`config.mk`:
```
export PLATFORM = sky130hd
export DESIGN_NAME = clock_set_ctrl
export DESIGN_NICKNAME = d
export VERILOG_FILES = /design/src/rtl/clock_set_ctrl.sv
export SDC_FILE = /design/constraint.sdc
export NUM_CORES = 1
export LEC_CHECK = 0
export BUFFER_PORTS_ARGS = -buffer_cell sky130_fd_sc_hd__buf_4
export CAP_MARGIN = 20
export CELL_PAD_IN_SITES_DETAIL_PLACEMENT = 1
export CELL_PAD_IN_SITES_GLOBAL_PLACEMENT = 1
export CORE_MARGIN = 2
export CORE_UTILIZATION = 33
export DETAILED_ROUTE_END_ITERATION = 6
export PLACE_DENSITY = 0.64
export SYNTH_ARGS = -nofsm -noshare
export SYNTH_HDL_FRONTEND = slang
export SYNTH_SLANG_ARGS = --single-unit
```
`constraint.sdc`:
```
create_clock -name clock -period 2.4 [get_ports clock]
set_clock_uncertainty 0.1 [all_clocks]
set_input_delay 0.12 -clock clock [delete_from_list [all_inputs] [get_ports clock]]
set_output_delay 0.12 -clock clock [all_outputs]
set_load 0.02 [all_outputs]
```
`src/rtl/clock_set_ctrl.sv`:
```
// clock_set_ctrl
// Wall-clock timekeeper (hh:mm:ss, binary) with a RUN / SET_HOUR / SET_MIN
// edit state machine. It consumes debounced one-cycle key pulses, times out
// of edit mode after TIMEOUT_S idle seconds, and drives a blink flag for the
// display mux. All outputs are registered.
module clock_set_ctrl #(
  parameter int TIMEOUT_S = 30
) (
  input  logic       clock,
  input  logic       reset,
  input  logic       sec_tick,
  input  logic       blink_tick,
  input  logic       key_mode,
  input  logic       key_inc,
  output logic [4:0] hour,
  output logic [5:0] minute,
  output logic [5:0] second,
  output logic [1:0] mode,
  output logic       blink
);

  localparam int CW = (TIMEOUT_S < 1) ? 1 : $clog2(TIMEOUT_S + 1);
  localparam logic [CW-1:0] CNT_MAX = CW'(TIMEOUT_S);

  typedef enum logic [1:0] {
    RUN      = 2'd0,
    SET_HOUR = 2'd1,
    SET_MIN  = 2'd2,
    ILLEGAL  = 2'd3
  } state_t;

  state_t        state, state_nxt;
  logic [4:0]    hour_nxt;
  logic [5:0]    minute_nxt, second_nxt;
  logic          blink_nxt;
  logic [CW-1:0] cnt, cnt_nxt;

  assign mode = state;

  // State, time fields, blink flag and timeout counter registers.
  always_ff @(posedge clock or negedge reset) begin
    if (!reset) begin
      state  <= RUN;
      hour   <= '0;
      minute <= '0;
      second <= '0;
      blink  <= 1'b0;
      cnt    <= '0;
    end else begin
      state  <= state_nxt;
      hour   <= hour_nxt;
      minute <= minute_nxt;
      second <= second_nxt;
      blink  <= blink_nxt;
      cnt    <= cnt_nxt;
    end
  end

  // Next-state logic: timekeeping in RUN, field edits and timeout while editing.
  always_comb begin
    state_nxt  = state;
    hour_nxt   = hour;
    minute_nxt = minute;
    second_nxt = second;
    blink_nxt  = blink;
    cnt_nxt    = cnt;

    case (state)
      RUN: begin
        blink_nxt = 1'b0;
        cnt_nxt   = '0;
        if (sec_tick) begin
          if (second == 6'd59) begin
            second_nxt = '0;
            if (minute == 6'd59) begin
              minute_nxt = '0;
              hour_nxt   = (hour == 5'd23) ? 5'd0 : hour + 5'd1;
            end else begin
              minute_nxt = minute + 6'd1;
            end
          end else begin
            second_nxt = second + 6'd1;
          end
        end
        if (key_mode) begin
          state_nxt = SET_HOUR;
          blink_nxt = 1'b1;
        end
      end

      SET_HOUR, SET_MIN: begin
        if (cnt == CNT_MAX) begin
          state_nxt = RUN;
          blink_nxt = 1'b0;
          cnt_nxt   = '0;
        end else if (key_mode) begin
          cnt_nxt = '0;
          if (state == SET_HOUR) begin
            state_nxt = SET_MIN;
            blink_nxt = 1'b1;
          end else begin
            state_nxt  = RUN;
            second_nxt = '0;
            blink_nxt  = 1'b0;
          end
        end else if (key_inc) begin
          cnt_nxt   = '0;
          blink_nxt = 1'b1;
          if (state == SET_HOUR)
            hour_nxt = (hour == 5'd23) ? 5'd0 : hour + 5'd1;
          else
            minute_nxt = (minute == 6'd59) ? 6'd0 : minute + 6'd1;
        end else begin
          if (blink_tick)
            blink_nxt = ~blink;
          if (sec_tick && (cnt != CNT_MAX))
            cnt_nxt = cnt + 1'b1;
        end
      end

      default: begin
        state_nxt = RUN;
        blink_nxt = 1'b0;
        cnt_nxt   = '0;
      end
    endcase
  end

endmodule
```
==> summary.txt, run 1 <==
Run status
  • Run status: complete, no violations

Placement
  • Cell area after placement: between 0.0015 and 0.002 sq mm
  • Placed wire-length estimate after detailed placement: between 2000 and 3000 um
  • Count of input and output buffers: 25
  • Placer's final routability congestion estimate: 0.724

Yosys
  • Top cells by area in the synthesized netlist: dfrtp_1, ha_1, o21ai_0
  • Number of instances in the synthesized netlist: around 150
  • Cell area after technology mapping: 0.00148 sq mm
  • Share of Yosys cell area claimed by the top area cell type: between 40% and 50%
  • Seq/Total Area, Yosys: 42.4%
  • Most frequent cells after synthesis: dfrtp_1, nor2_1, o21ai_0
  • Synthesized net count: 162
  • Number of flops mapped to enable cells by yosys: 0
  • Number of different library cells in the post-synthesis netlist: slightly above 40
  • Post-synthesis cell type with the largest combined area: dfrtp_1
  • Dominant register cell in the synthesized netlist: dfrtp_1
  • Post-synth ARST share: between 90% and 100%
  • Count of state elements after synthesis: 25
  • Mapped Avg Cell Area: around 10 sq um
  • Count of yosys warnings during synthesis: 0
  • Most common cell in the synthesized netlist: dfrtp_1

Critical path
  • Depth of the worst register-to-register path: 7
  • Highest net fanout along the worst path: 7
  • Launching point of the worst reg2reg path: mode[0]
  • Slowest cell on crit path: dfrtp_1
  • Worst setup path endpoint: hour[4]
  • Largest delay share family, worst path: flip-flops
  • Required time worst endpoint: 2470 ps
  • Crit-path most repeated cell: inv_1
  • Worst endpoint data arrival time: ~2200 ps
  • Cell chain of the critical path: inv_1, ha_1, inv_1, o221a_4, nand3_4, nor2_1, mux2_1
  • Worst-case register-to-register setup slack: 260 ps
  • Buffers plus inverters on the worst setup path: 2
  • RR Endpoint: hour[4]
  • WP depth: 7
  • Longest individual stage delay on the worst path: between 400 and 500 ps
  • Setup CP Type: reg2reg
  • Critical path capture point type: register
  • Type of origin of the critical path: register
  • Origin of the worst setup path: mode[0]

Floorplan
  • Horizontal die dimension: 70.9 um
  • Area of the core: between 0.004 and 0.005 sq mm
  • I/O pin count: 26
  • Cell Rows: 24
  • Height of the die: approximately 71 um
  • Die area: ~0.0050 sq mm
  • Initial Utilization: about 34%

STA
  • Worst-Margin Slew: about 360 ps
  • Headroom to the max-slew limit: between 70% and 80%
  • Final slew viol count: 0
  • Total negative slack for setup checks: 0 ps
  • Share of the cycle needed by the critical path after routing: roughly nine tenths
  • Final worst path period need: ~2100 ps
  • Endpoints failing hold: 0
  • Final setup viols: 0
  • Unrepaired setup endpoints after global routing: false
  • Highest clock frequency the design can meet: about 470 MHz
  • Hold slack: between 10 and 15 ps

Power and ir drop
  • Switching share of power: 44.9%
  • Internal power: ~1.1 mW
  • Reported leakage power: 0.837 nW
  • Power per cell area: between 1000 and 1500 mW/mm^2
  • Switching power: 897 uW
  • Fraction of power consumed by combinational cells: between 50% and 60%
  • Maximum vdd drop: roughly 0.00058 V
  • Fraction of power consumed by the clock network: 12.9%
  • Sequential share of power: 33.2%

Route
  • Total wirelength of the detailed-routed design: ~3300 um
  • DR iter-0 viols: 21
  • TritonRoute pass-1 iters: 4
  • Routed length per instance: 14.6 um
  • Average via count per standard cell: between 5 and 6
  • Number of nets with antenna violations after detailed routing: 0
  • Routed vias: 1182
  • Residual DRC count: 0

Global routing
  • Wire length of the first global-routing pass: around 5800 um
  • Total track usage: 14.3%
  • Number of antenna violations at the first check in global routing: 0
  • Overflow left after global routing: 0
  • Pin count of the biggest net entering global routing: 26
  • Vias in the first global route: 1272

Clocking
  • Root buffer cell: clkbuf_8
  • Sink Count: 25
  • Buffer depth of the longest clock path: 2
  • Total clock buffers created by CTS: 3
  • Reg clk slew, reported paths: about 90 ps
  • Clock insertion delay at the later pin of the skew report: 280 ps
  • Maximum level of the CTS H-tree: 1
  • TritonCTS clock tree: yes

Finish
  • Layout net count: 193
  • Number of antenna repair diodes: 0
  • Relative area change from synthesis to final layout: 21.4%
  • Layout cells sized above 1: 23.3%
  • Final cell area excluding filler cells: approximately 0.0018 sq mm

Flow run
  • Max_cap viols: 0

Worst hold path
  • Hold Path Stages: 2
  • Type of the worst min-delay path: in2reg
-- how the worst min path moves through the flow --
stage                            to  startpoint  slack [ps]
after floorplan               blink       reset        -280
after global placement       cnt[3]       reset         -50
after detailed placement  second[5]       reset         -40
after CTS                   mode[1]    key_mode           9
after global routing        mode[1]    key_mode          20
final                       mode[1]    key_mode          10
-- layer usage --
layer	up-vias	GRT usage (%)	routed length [um]
met3	5	2.28	86
met4	0	3.77	38
met5	-	0	0
met2	17	24.2	1590
li1	585	-	-
met1	575	19.1	1600
-- registers in the layout, summed over array words and instances, names as in the netlist --
name,cells
blink,1
cnt,5
hour,5
mode,2
minute,6
second,6
-- through the flow --
stage	total power [mW]	util, %	setup slack, ps	std cells
4_1_cts	2.03	41.5	256	228
6_report	2.00	41.5	264	228
2_1_floorplan	1.40	-	235	146
3_5_place_dp	1.75	39.9	278	222
5_1_grt	2.17	41.5	118	228
3_3_place_gp	1.71	39.9	371	222
-- cell usage in the layout (no fill, tap or decap), types with 2 or more instances in the layout --
cell type | synthesis | final
xnor2_1 | 3 | 3
nor2_1 | 16 | 16
nand4_1 | 4 | 4
xor2_1 | 4 | 4
o21ai_0 | 12 | 12
a21oi_1 | 5 | 5
clkbuf_8 | 0 | 3
a21o_1 | 4 | 4
dlygate4sd3_1 | 0 | 2
dfrtp_1 | 25 | 25
nor3_1 | 3 | 3
nand2_1 | 9 | 9
buf_4 | 0 | 26
nand2b_1 | 6 | 6
inv_1 | 6 | 6
ha_1 | 10 | 10
nand3_1 | 5 | 5
o31ai_1 | 4 | 4
nor2b_1 | 4 | 4
-- power by group through the flow --
stage / clock (mW) / sequential [mW] / combinational [mW]
6_report: 0.257 / 0.663 / 1.08
5_1_grt: 0.286 / 0.688 / 1.20
4_1_cts: 0.272 / 0.663 / 1.09
3_5_place_dp: 0 / 0.672 / 1.08
3_3_place_gp: 0 / 0.658 / 1.05
2_1_floorplan: 0 / 0.767 / 0.630
-- logic make-up after synthesis --
family,count (synthesis),share of synthesized area (%)
mux,3,2.54
simple gates,55,21.1
fa+ha+maj,10,8.47
xor+xnor,7,4.15
compound gates,37,18.9
buf+inv,9,2.46
flops,25,42.4
-- timing repair --
| item | CTS | global route |
|---|---|---|
| buffers inserted | 0 | 0 |
| hold buffers | 2 | 0 |
| resized for setup | 0 | 0 |
| hold endpoints to repair | 26 | 0 |
-- cell type report --
cell class | count | area [sq um]
clock inverter | 1 | 5.00
multi-input combinational | 112 | 815
timing repair buffer | 28 | 215
fill | 503 | 2530
clock buffer | 3 | 41.3
inverter | 7 | 26.3
sequential | 25 | 626
tap | 52 | 65.1
Note: power is estimated with default switching activity, not from simulation.
==> run 2, diff against run 1 <==
CORE_UTILIZATION = 40   (was 33)
CTS_CLUSTER_DIAMETER = 150   (was not set)
PLACE_DENSITY = 0.75   (was 0.64)
==> run 2 against run 1 <==
Register-to-register slack got worse by 70 ps. Core utilization grew 8.2 points. Setup slack worse by 73 ps. Sequential power about the same. Wire length increased by 1.7%. Via count is 0.25% higher. Sequential share of layout area is 0.073 points higher. Flip-flop and latch count did not move. Final area decreased by 0.21%. Non-clock buffer count stayed put. Critical path depth fell by 1. Largest power group unchanged. Highest routed layer unchanged.
==> summary.txt, run 2 (synthesized netlist as in run 1, its figures left out) <==
Floorplan
  • Initial Utilization: 40.9% (+6.8 points)
  • Cell Rows: 22 (-8.3%)
  • Area of the core: 0.00361 sq mm (-17%)
  • Die area: 0.00419 sq mm (-17%)
  • I/O pin count: 26 (unchanged)
  • Height of the die: 64.8 um (-8.6%)
  • Horizontal die dimension: 64.8 um (-8.6%)

Clocking
  • Sink Count: 25 (unchanged)
  • Postcts setup bufs: 0 (unchanged)
  • Clock insertion delay at the later pin of the skew report: 270 ps (about the same)
  • CTS Hold Bufs: 3 (+1)
  • Root buffer cell: clkbuf_8
  • Total clock buffers created by CTS: 3 (unchanged)
  • Number of gates resized after cts: 0 (unchanged)
  • Buffer depth of the longest clock path: 2 (unchanged)
  • TritonCTS clock tree: yes
  • Maximum level of the CTS H-tree: 1 (unchanged)
  • Reg clk slew, reported paths: 90 ps (about the same)

Finish
  • Relative area change from synthesis to final layout: 21.2%
  • Layout cells sized above 1: 22.2% (-1.1 points)
  • Layout net count: 193 (unchanged)
  • Number of antenna repair diodes: 0 (unchanged)
  • Top library cells by usage in the layout, fill and taps aside: dfrtp_1, buf_4, nor2_1
  • Leading registers by flop count: minute x6, second x6
  • Non-filler cells in the finished layout: 224 (-1.8%)
  • Final cell area excluding filler cells: 0.00179 sq mm (-0.21%)
  • Final core utilization: 49.6% (+8.2 points)

STA
  • Highest clock frequency the design can meet: 453 MHz (-3.3%)
  • Unrepaired setup endpoints after global routing: false
  • Share of the cycle needed by the critical path after routing: 92.1% (+3.1 points)
  • Endpoints failing hold: 0 (unchanged)
  • Worst-Margin Slew: 442 ps (+85.4 ps)
  • Total negative slack for setup checks: 0 ps (unchanged)
  • Headroom to the max-slew limit: 69.8% (-5.8 points)
  • Final slew viol count: 0 (unchanged)
  • Final setup viols: 0 (unchanged)
  • Final worst path period need: 2210 ps (+73.5 ps)
  • Hold slack: 77.2 ps (+66.5 ps)

Critical path
  • Worst endpoint data arrival time: 2270 ps (+70 ps)
  • Type of origin of the critical path: register
  • Depth of the worst register-to-register path: 6 (-1)
  • Highest net fanout along the worst path: 10 (+3)
  • Critical path capture point type: register
  • Worst setup path endpoint: minute[1]
  • Launching point of the worst reg2reg path: mode[0]
  • Setup CP Type: reg2reg
  • RR Endpoint: minute[1]
  • Required time worst endpoint: 2460 ps (about the same)
  • Worst-case register-to-register setup slack: 190 ps (-70 ps)
  • Origin of the worst setup path: mode[0]

Route
  • Number of nets with antenna violations after detailed routing: 0 (unchanged)
  • TritonRoute pass-1 iters: 4 (unchanged)
  • Average via count per standard cell: 5.29 (+2.0%)
  • DR iter-0 viols: 43 (+100%)
  • Routed length per instance: 15.1 um (+3.5%)
  • Routed vias: 1185 (+0.25%)
  • Residual DRC count: 0 (unchanged)
  • Total wirelength of the detailed-routed design: 3370 um (+1.7%)

Global routing
  • Wire length of the first global-routing pass: 5800 um (-0.46%)
  • Total track usage: 17.7% (+3.4 points)
  • Pin count of the biggest net entering global routing: 26 (unchanged)
  • Vias in the first global route: 1231 (-3.2%)
  • Overflow left after global routing: 0 (unchanged)
  • Number of antenna violations at the first check in global routing: 0 (unchanged)

Run status
  • Run status: complete, no violations

Worst hold path
  • Hold Path Stages: 3 (+1)
  • Type of the worst min-delay path: in2reg

Power and ir drop
  • Reported leakage power: 0.834 nW (-0.41%)
  • Maximum vdd drop: 0.000478 V (-18%)
  • Power per cell area: 1110 mW/mm^2 (-0.44%)

Placement
  • Cell area after placement: 0.00171 sq mm (-0.73%)
  • Placer's final routability congestion estimate: 0.843 (+16%)
  • Placed cell count: 217 (-2.3%)
  • Count of input and output buffers: 25 (unchanged)
  • Placed wire-length estimate after detailed placement: 2540 um (+0.38%)

Flow run
  • Max_cap viols: 0 (unchanged)
## run 2: how the worst min path moves through the flow
stage / start / endpoint / slack [ps]
floorplan: reset / blink / -280
CTS: blink_tick / blink / 80
finish: blink_tick / blink / 80
detailed placement: reset / cnt[2] / -50
global route: blink_tick / blink / 80
global placement: reset / cnt[2] / -50
## run 2: power breakdown
group	switching [mW]	internal, mW	leakage [nW]	total (mW)
combinational	0.625	0.439	0.478	1.06
sequential	0.137	0.528	0.333	0.665
clock	0.135	0.119	0.0228	0.254
total	0.897	1.09	0.834	1.98
## run 2: worst max-delay path: stages (launching register included)
cell and delay, ps:
dfrtp_1 430, inv_1 110, ha_1 480, inv_1 160, o221a_4 280, o211ai_4 170
mux2_2 370
## run 2: final cells by class
type                    instances  area [sq um]
clock buffers                   4          45.0
fillers                       413          1820
inverters                       7          26.3
multi-input cells             112           815
flip-flops and latches         25           626
well taps                      48          60.1
repair buffers                 28           218
## run 2: layer usage
metal	track usage, %	vias to the layer above	wire (um)
met5	0	-	0
met2	31.7	18	1780
met1	21.9	587	1450
met4	6.38	0	51
met3	1.91	5	88
li1	-	575	-
## run 2: through the flow
step / setup slack, ps / power (mW)
3_3_place_gp: 276 / 1.68
2_1_floorplan: 235 / 1.40
3_5_place_dp: 193 / 1.74
6_report: 190 / 1.98
4_1_cts: 183 / 2.01
5_1_grt: 41.8 / 2.15
==> run 3, diff against run 2 <==
BUFFER_PORTS_ARGS = -buffer_cell sky130_fd_sc_hd__buf_2   (was -buffer_cell sky130_fd_sc_hd__buf_4)
PLACE_DENSITY = 0.84   (was 0.75)
clock period = 2.7 ns   (was 2.4 ns; I/O delays follow)
==> run 3 against run 2 <==
Final area shrank 4.6%. Via count grew 1.0%. Flip-flop and latch count is the same. Global-route usage shrank 0.26 points. Setup slack gained 280 ps. Register-to-register slack gained 280 ps. Cell count shrank 0.89%. Clock-buffer cell count is the same. Die area is the same. Largest power group unchanged. Highest routed layer unchanged.
==> summary.txt, run 3 (synthesized netlist as in run 1, its figures left out) <==
Route
  • Average via count per standard cell: 5.39 (+1.9%)
  • Routed length per instance: 14.9 um (-1.2%)
  • Number of nets with antenna violations after detailed routing: 0 (unchanged)
  • Total wirelength of the detailed-routed design: 3300 um (-2.0%)
  • TritonRoute pass-1 iters: 4 (unchanged)
  • Routed vias: 1197 (+1.0%)
  • DR iter-0 viols: 20 (-53%)
  • Residual DRC count: 0 (unchanged)

Finish
  • Layout net count: 191 (-1.0%)
  • Relative area change from synthesis to final layout: 15.6%
  • Final core utilization: 47.3% (-2.3 points)
  • Top library cells by usage in the layout, fill and taps aside: dfrtp_1, buf_2, nor2_1
  • Layout cells sized above 1: 22.4% (+0.25 points)
  • Non-filler cells in the finished layout: 222 (-0.89%)
  • Total of fill cells in the finished design: 424 (+2.7%)
  • Number of antenna repair diodes: 0 (unchanged)
  • Leading registers by flop count: minute x6, second x6

Placement
  • Placed cell count: 217 (unchanged)
  • Placed wire-length estimate after detailed placement: 2580 um (+1.7%)
  • Placer's final routability congestion estimate: 0.783 (-7.2%)
  • Count of input and output buffers: 25 (unchanged)

STA
  • Headroom to the max-slew limit: 62.2% (-7.5 points)
  • Final slew viol count: 0 (unchanged)
  • Final setup viols: 0 (unchanged)
  • Unrepaired setup endpoints after global routing: false
  • Worst-Margin Slew: 567 ps (+125 ps)
  • Share of the cycle needed by the critical path after routing: 82.5% (-9.6 points)
  • Endpoints failing hold: 0 (unchanged)
  • Total negative slack for setup checks: 0 ps (unchanged)
  • Final worst path period need: 2230 ps (+17.8 ps)
  • Highest clock frequency the design can meet: 449 MHz (-0.80%)

Flow run
  • Max_cap viols: 0 (unchanged)

Floorplan
  • Horizontal die dimension: 64.8 um (unchanged)
  • I/O pin count: 26 (unchanged)
  • Die area: 0.00419 sq mm (unchanged)
  • Area of the core: 0.00361 sq mm (unchanged)
  • Initial Utilization: 40.9% (unchanged)
  • Height of the die: 64.8 um (unchanged)
  • Cell Rows: 22 (unchanged)

Clocking
  • Sink Count: 25 (unchanged)
  • Reg clk slew, reported paths: 90 ps (about the same)
  • Total clock buffers created by CTS: 3 (unchanged)
  • Root buffer cell: clkbuf_8
  • Clock insertion delay at the later pin of the skew report: 280 ps (about the same)
  • Buffer depth of the longest clock path: 2 (unchanged)
  • Postcts setup bufs: 0 (unchanged)
  • Maximum level of the CTS H-tree: 1 (unchanged)
  • TritonCTS clock tree: yes

Global routing
  • Overflow left after global routing: 0 (unchanged)
  • Total track usage: 17.5% (-0.26 points)
  • Pin count of the biggest net entering global routing: 26 (unchanged)
  • Wire length of the first global-routing pass: 5660 um (-2.3%)
  • Number of antenna violations at the first check in global routing: 0 (unchanged)
  • Vias in the first global route: 1270 (+3.2%)

Critical path
  • Worst endpoint data arrival time: 2290 ps (+20 ps)
  • Required time worst endpoint: 2770 ps (+310 ps)
  • Critical path capture point type: register
  • Type of origin of the critical path: register
  • Highest net fanout along the worst path: 10 (unchanged)
  • Setup CP Type: reg2reg

Power and ir drop
  • Power per cell area: 1010 mW/mm^2 (-9.2%)
  • Maximum vdd drop: 0.000381 V (-20%)
  • Reported leakage power: 0.816 nW (-2.1%)

Run status
  • Run status: complete, no violations

Worst hold path
  • Type of the worst min-delay path: in2reg
==> run 3: cell types whose count changed in the layout (fill, tap and decap cells not counted) <==
cell	delta
buf_2	+25
buf_4	-25
dlygate4sd3_1	-2
==> run 3: worst paths after layout <==
| check | start | to | slack (ps) | cells past startpoint |
|---|---|---|---|---|
| max reg2reg | mode[0] | minute[1] | 470 | 6 |
| max | mode[0] | minute[1] | 470 | 6 |
| max in group asynchronous | reset | second[1] | 1840 | 2 |
| min reg2reg | blink | blink | 410 | 1 |
| min | sec_tick | cnt[1] | 60 | 2 |
| min in group asynchronous | reset | minute[4] | 280 | 2 |
==> run 3: cell type report <==
class                   count  area, sq um  share of cell area (%)
flip-flops and latches     25          626                    36.7
repair buffers             26          135                    7.92
well taps                  48         60.1                    3.52
clock buffers               4         45.0                    2.64
multi-input cells         112          815                    47.7
inverters                   7         26.3                    1.54
==> run 3: worst max-delay path, stage by stage, from the launching register on <==
cell and delay [ps]:
dfrtp_1 420, inv_1 100, ha_1 490, inv_1 170, o221a_4 280, o211ai_4 170, mux2_2 370
==> run 3: stage by stage <==
step                total power, mW  hold WS, ps  area, sq um  setup slack, ps
finish                         1.72         64.9         1710              473
global route                   1.84         89.9         1710              358
CTS                            1.74         59.9         1710              464
detailed placement             1.50         63.3         1650              487
global placement               1.43         55.2         1650              600
floorplan                      1.24         -261         1480              535
==> run 3: power breakdown <==
group,leakage [nW],total (mW),switching [mW],internal (mW)
clock network,0.0228,0.228,0.122,0.106
logic,0.461,0.906,0.565,0.341
registers,0.333,0.583,0.114,0.469
total,0.816,1.72,0.802,0.916
==> run 3: what timing repair did <==
action | in CTS | in global routing
gates resized for setup | 0 | 0
endpoints found under the hold margin | 25 | 0
hold buffers | 1 | 0
==> run 3: per-layer routing <==
metal / up-vias / routed length [um] / share of wire (%) / track usage (%)
li1: 575 / - / - / -
met5: - / 0 / 0 / 0
met4: 0 / 50 / 1.5 / 6.12
met2: 19 / 1780 / 54 / 34.0
met1: 596 / 1370 / 41 / 18.5
met3: 7 / 102 / 3.1 / 3.13
